**src/rtl/interrupt_acceptor.sv**
```systemverilog
// CPU-side interrupt acceptor: samples intr/irq at instruction boundaries, issues a
// one-cycle inta, and presents the vector to the core with NMI taking priority.
module interrupt_acceptor #(
  parameter logic [7:0]  NMI_VECTOR = 8'h02,
  parameter int unsigned MIN_GAP    = 2
) (
  input  logic       clk,
  input  logic       reset_n,
  input  logic       intr,
  input  logic [7:0] irq,
  output logic       inta,
  input  logic       nmi,
  input  logic       int_enabled,
  input  logic       inst_boundary,
  output logic       int_start,
  output logic [7:0] int_vector,
  output logic       int_nmi,
  input  logic       int_taken
);

  typedef enum logic [1:0] {
    ST_IDLE,
    ST_INTA,
    ST_PRESENT,
    ST_GAP
  } state_e;

  localparam logic [3:0] GAP_LOAD = 4'(MIN_GAP - 1);

  state_e     state_q;
  logic       nmi_last_q;
  logic       nmi_pending_q;
  logic       inta_q;
  logic       int_start_q;
  logic       int_nmi_q;
  logic [7:0] int_vector_q;
  logic [3:0] gap_cnt_q;

  logic nmi_edge;
  assign nmi_edge = nmi & ~nmi_last_q;

  // NOTE: all state here uses non-blocking assignments so every register samples
  // the pre-edge values; later assignments in the block override earlier defaults.
  always_ff @(posedge clk or negedge reset_n) begin
    if (!reset_n) begin
      state_q       <= ST_IDLE;
      nmi_last_q    <= 1'b0;
      nmi_pending_q <= 1'b0;
      inta_q        <= 1'b0;
      int_start_q   <= 1'b0;
      int_nmi_q     <= 1'b0;
      int_vector_q  <= 8'h00;
      gap_cnt_q     <= 4'd0;
    end else begin
      nmi_last_q <= nmi;
      // Repeated edges simply keep the single pending flag set.
      if (nmi_edge) nmi_pending_q <= 1'b1;

      unique case (state_q)
        ST_IDLE: begin
          if (inst_boundary) begin
            if (nmi_pending_q) begin
              int_vector_q  <= NMI_VECTOR;
              int_nmi_q     <= 1'b1;
              int_start_q   <= 1'b1;
              // An edge arriving as the pending NMI is consumed queues another one.
              nmi_pending_q <= nmi_edge;
              state_q       <= ST_PRESENT;
            end else if (intr && int_enabled) begin
              int_vector_q <= irq;
              int_nmi_q    <= 1'b0;
              inta_q       <= 1'b1;
              state_q      <= ST_INTA;
            end
          end
        end

        // irq is deliberately not sampled here: the controller drives 0 during inta.
        ST_INTA: begin
          inta_q      <= 1'b0;
          int_start_q <= 1'b1;
          state_q     <= ST_PRESENT;
        end

        ST_PRESENT: begin
          if (int_taken) begin
            int_start_q <= 1'b0;
            gap_cnt_q   <= GAP_LOAD;
            state_q     <= ST_GAP;
          end
        end

        // Gives the controller's in-service update time to reach intr.
        ST_GAP: begin
          if (gap_cnt_q == 4'd0) begin
            state_q <= ST_IDLE;
          end else begin
            gap_cnt_q <= gap_cnt_q - 4'd1;
          end
        end

        default: state_q <= ST_IDLE;
      endcase
    end
  end

  assign inta       = inta_q;
  assign int_start  = int_start_q;
  assign int_vector = int_vector_q;
  assign int_nmi    = int_nmi_q;

endmodule

```
**config.mk**
```make
export PLATFORM = sky130hd
export DESIGN_NAME = interrupt_acceptor
export DESIGN_NICKNAME = d
export VERILOG_FILES = /design/src/rtl/interrupt_acceptor.sv
export SDC_FILE = /design/constraint.sdc
export NUM_CORES = 1
export LEC_CHECK = 0
export ABC_AREA = 0
export CELL_PAD_IN_SITES_DETAIL_PLACEMENT = 1
export CELL_PAD_IN_SITES_GLOBAL_PLACEMENT = 1
export CORE_MARGIN = 5
export CORE_UTILIZATION = 35
export CTS_BUF_LIST = sky130_fd_sc_hd__clkbuf_4 sky130_fd_sc_hd__clkbuf_8
export DETAILED_ROUTE_END_ITERATION = 10
export DONT_BUFFER_PORTS = 1
export PLACE_DENSITY = 0.63
export RECOVER_POWER = 100
export SYNTH_ARGS = -nofsm -noshare
export SYNTH_HDL_FRONTEND = slang
export SYNTH_SLANG_ARGS = --single-unit
```
**constraint.sdc**
```tcl
create_clock -name clk -period 2.1 [get_ports clk]
set_input_delay 0.42 -clock clk [delete_from_list [all_inputs] [get_ports clk]]
set_output_delay 0.42 -clock clk [all_outputs]
set_load 0.02 [all_outputs]
```
=== After elaboration in Yosys (flattened, before gate mapping) ===
Index checks and enable logic that the tools add are counted.

* Register bits: 19
* Bits of input ports: 15
* Output and inout bits: 11
* Logic and storage cells: 59

* Add/sub/neg operators: 1
* Equality and inequality tests: 11
* Muxes and demuxes: 25
* Bitwise gates (word level): 2
* Reduce and logical (&&, ||, !) cells: 12

{| class="wikitable"
|+ Operators by type and width
! cell !! number
|-
| $mux 8 || 2
|-
| $ne 2x2->1 const B || 7
|-
| $mux 1 || 12
|-
| $reduce_and 4->1 || 3
|-
| $mux 2 || 5
|-
| $mux 4 || 2
|-
| $pmux 2 s4 || 1
|-
| $pmux 4 s2 || 1
|-
| $reduce_and 3->1 || 2
|-
| $reduce_bool 2->1 || 3
|-
| $eq 2x2->1 const B || 2
|-
| $logic_not 4->1 || 1
|-
| $sub 4x1->4 const B || 1
|-
| $ne 3x3->1 const B || 1
|-
| $pmux 1 s3 || 1
|-
| $reduce_bool 3->1 || 1
|-
| $eq 2x1->1 const B || 1
|-
| $logic_not 2->1 || 1
|-
| $pmux 1 s2 || 1
|-
| $and 1x1->1 || 1
|-
| $logic_and 1x1->1 || 1
|-
| $not 1->1 || 1
|}

=== Longest topological paths before layout ===
* Word-level depth: 6
* Depth in mapped cells: 6
* Gate-level depth less buffers: 6

=== Least setup slack after synthesis ===
No wires, ideal clock.

* Path type: register to register
* Start: register state_q[0]
* End: register gap_cnt_q[0]
* Library setup time: 0.125 ns
* Arrival time: 1.391 ns
* Required time: 1.975 ns
* Slack: 0.584 ns
* Stages on the path, launching flop included: 7
* Buffers on the path: 0
* Period minus slack after synthesis: 1.516 ns
* Cell sequence: dfrtp_1 > inv_1 > ha_1 > nand2b_1 > o21ai_2 > a21oi_1 > mux2_2

* Word-level cells in the longest chain between the ends: 3
* Elaborated cells between the ends (all ways): 7
* Those cells by class: eq/ne: 4; mux: 1; reduce/logical: 2

{| class="wikitable"
|+ Ends and longest elaborated chain
! element !! line !! RTL
|-
| from (decl) || 30 || <nowiki>state_e state_q;</nowiki>
|-
| from (signal assigned) || 46 || <nowiki>state_q <= ST_IDLE;</nowiki>
|-
| from (signal assigned) || 68 || <nowiki>state_q <= ST_PRESENT;</nowiki>
|-
| from (signal assigned) || 73 || <nowiki>state_q <= ST_INTA;</nowiki>
|-
| $eq 2x2->1 || 59 || <nowiki>unique case (state_q)</nowiki>
|-
| $ne 2x2->1 (no source line) or $reduce_bool 2->1 (tied branches) || - ||
|-
| $reduce_and 3->1 (no source line) || - ||
|-
| to (signal assigned) || 98 || <nowiki>gap_cnt_q <= gap_cnt_q - 4'd1;</nowiki>
|-
| to (decl) || 37 || <nowiki>logic [3:0] gap_cnt_q;</nowiki>
|}

Parallel ways exist; a longest one is shown, timed or not.
A chain may end at the register's enable or synchronous reset.

=== Worst setup path after layout ===
Ends and elaborated chain as after synthesis.

==> flow_summary_export.csv <==
group,metric,value,unit
outcome,status,"complete, no violations",
floorplan,die_w,63.11,um
synth,yosysUniqueCellTypes,27,
synth,synth.area.top_cells,"dfrtp_1 (48%), ha_1 (10%), nand2_1 (7.6%)",
place,pre_cts_ws,0.3565,ns
floorplan,num_rows,19,
timing,finalHoldViolCount,0,
synth,synth-seq-cells,19,
timing,fin_crit_sh,86.39,%
pwr,max-vdd-ir-drop,0.0005991,V
routing,num_vias,730,
final_layout,nets,128,
synth,postSynthCellCount,99,
synth,yosysTopAreaCellShare,48.16,%
timing,rsz0062_at_grt,"no",
synth,ys_warn_count,0,
clocking,cts_resized,0,
clocking,clockRootBuffer,"clkbuf_4",
clocking,postCtsSetupBuffers,0,
place,place_hpwl,1.771,mm
timing,hold_slack,0.1377,ns
global_routing,grt_max_degree,20,
final_layout,n_antenna_cell,0,
pwr,leakage,0.4922,nW
floorplan,dieArea,3983,um2
timing,fin_skew,0.0007831,ns
routing,vias_per_cell,5.407,
synth,synth.avg_cell_area,9.972,um2
worst_setup_path,crit_type,"reg -> reg",
place,dpl_cell_area,1026,um2
floorplan,die_h,63.11,um
place,io_buffers,0,
final_layout,multi_input_area,464.2,um2
final_layout,area_growth,6.591,%
timing,min_period,1.814,ns
final_layout,final_cell_mix,"nand2_1 (20), dfrtp_1 (19), inv_1 (9)",
timing,slew_headroom,39.23,%
timing,finalSetupViolations,0,
worst_setup_path,end_kind,"register",
clocking,cts_tree,"done",
worst_setup_path,crit_arrival,2.01,ns
clocking,clock_sinks,19,
floorplan,start_util,36.11,%
worst_setup_path,critical-path-max-stage-delay,0.39,ns
pwr,power,1.598,mW
timing,fin_ws,0.2859,ns
final_layout,fillers,314,
synth,synth_nets,122,
clocking,htreeDepth,1,
synth,synth_top_area_cell,"dfrtp_1",
synth,netlist_area,987.2,um2
place,gp_congestion,0.6782,
pwr,power.density,1518,nW/um2
routing,wl_per_cell,16.75,um
run,maxCapViolCount,0,
timing,slew_viol_final,0,
clocking,hold_buffers,1,
global_routing,overflow,0,
worst_setup_path,cp_max_fo,5,
routing,drt_iter0_drc,15,
final_layout,final_common_cell,"nand2_1",
worst_setup_path,path_cells,"inv_1, ha_1, nand2b_1, o21ai_0, a21oi_1, mux2_2",
worst_setup_path,cp_data_required_time,2.29,ns
global_routing,grt_pass1_vias,800,
global_routing,grt_pass1_wl,3.774,mm
floorplan,coreArea,2734,um2
clocking,clk_pin_slew_worst_paths,0.11,ns
routing,drc_errors,0,
final_layout,drive_gt1_share,5.769,%
clocking,clkLatencyLatePin,0.30,ns
global_routing,grt_usage,11.93,%
clocking,cts.path.max_buffers,2,
hold_path,min_path_type,"in -> reg",
synth,yosysSeqAreaShare,48.16,%
routing,dr.pass1.iters,4,
floorplan,io_pins,26,
routing,wirelength,2.261,mm
global_routing,antenna_found_initial,0,
final_layout,regArea,475.5,um2
final_layout,final_cell_area,1052,um2
timing,tns,0,ns
clocking,numCtsBuffers,3,
timing,max_freq,551.2,MHz
worst_setup_path,slowest_stage,"dfrtp_1",
timing,tightest_slew,0.9086,ns
worst_setup_path,start_kind,"register",
routing,antenna_left,0,
[metal layers]
metal  GRT usage, %  up-vias  share of wire, %
met4          5.570        0              0.75
met1          13.79      364                40
li1               -      347                 -
met3          3.908        2               6.6
met2          19.74       17                52
met5              0        -                 0
[flip-flops by register name (all words and copies together), names as in the netlist]
name / cells
int_vector: 8
gap_cnt_q: 4
state_q: 2
int_nmi: 1
int_start: 1
inta: 1
nmi_last_q: 1
nmi_pending_q: 1
[cells by family (layout without fill, tap and decap cells)]
family,Yosys count,count (layout),share of synthesized area (%)
and+or+nand+nor,34,34,17.49
AOI/OAI and AO/OA,22,22,13.56
DFF,19,19,48.16
buffers and inverters,9,14,3.422
adders and majority gates,8,8,10.14
muxes,7,7,7.224
[report_power, final]
group	leakage, nW	total (mW)	internal [mW]	switching [mW]
Combinational	0.240	0.618	0.260	0.358
Clock	0.0184	0.202	0.0869	0.115
Sequential	0.233	0.777	0.525	0.252
Total	0.492	1.60	0.872	0.726
[critical path, delay by kind of cell (launching register included)]
family                   cells  cell delay (ns)
AO/OA/AOI/OAI                2             0.47
flip-flops                   1             0.39
multiplexers                 1             0.37
adder cells (fa/ha/maj)      1             0.25
buffers and inverters        1             0.11
AND/OR/NAND/NOR              1             0.11
[final cells by class]
type                    count  area share [%]
repair buffers              1          0.9512
well taps                  31           3.686
inverters                   9           3.210
multi-input cells          71           44.11
flip-flops and latches     19           45.18
clock buffers               4           2.854
[cells in the mapped netlist (all sizes together)]
cell,number
nor2,4
ha,8
nor3,1
nor3b,1
dfrtp,19
a21oi,7
a41o,1
or4b,1
a21o,1
nor2b,1
mux2,1
nand2b,1
nand3,1
a22oi,1
o21ai,8
or2b,1
o22ai,1
nand2,20
nand4,1
o2bb2ai,1
nand3b,1
o31ai,2
mux2i,6
inv,9
nand4b,1
[through the flow]
| step | cells | utilization, % |
|---|---|---|
| 6_report | 135 | 38.49 |
| 2_1_floorplan | 99 | - |
| 3_5_place_dp | 130 | 37.53 |
| 4_1_cts | 135 | 38.99 |
| 3_3_place_gp | 130 | 37.53 |
| 5_1_grt | 135 | 38.49 |
[path summary, 6_finish.rpt]
path	from	end	slack (ns)	depth (start not counted)
min in group asynchronous	reset_n	gap_cnt_q[1]$_DFFE_PN0P_	0.69	1
min	nmi	nmi_last_q$_DFF_PN0_	0.14	0
max	state_q[0]$_DFFE_PN0P_	gap_cnt_q[0]$_DFFE_PN0P_	0.29	6
max reg2reg	state_q[0]$_DFFE_PN0P_	gap_cnt_q[0]$_DFFE_PN0P_	0.29	6
min reg2reg	nmi_last_q$_DFF_PN0_	nmi_pending_q$_DFF_PN0_	0.44	1
max in group asynchronous	reset_n	int_vector[7]$_DFFE_PN0P_	0.86	1
(Power assumes the default switching activity.)
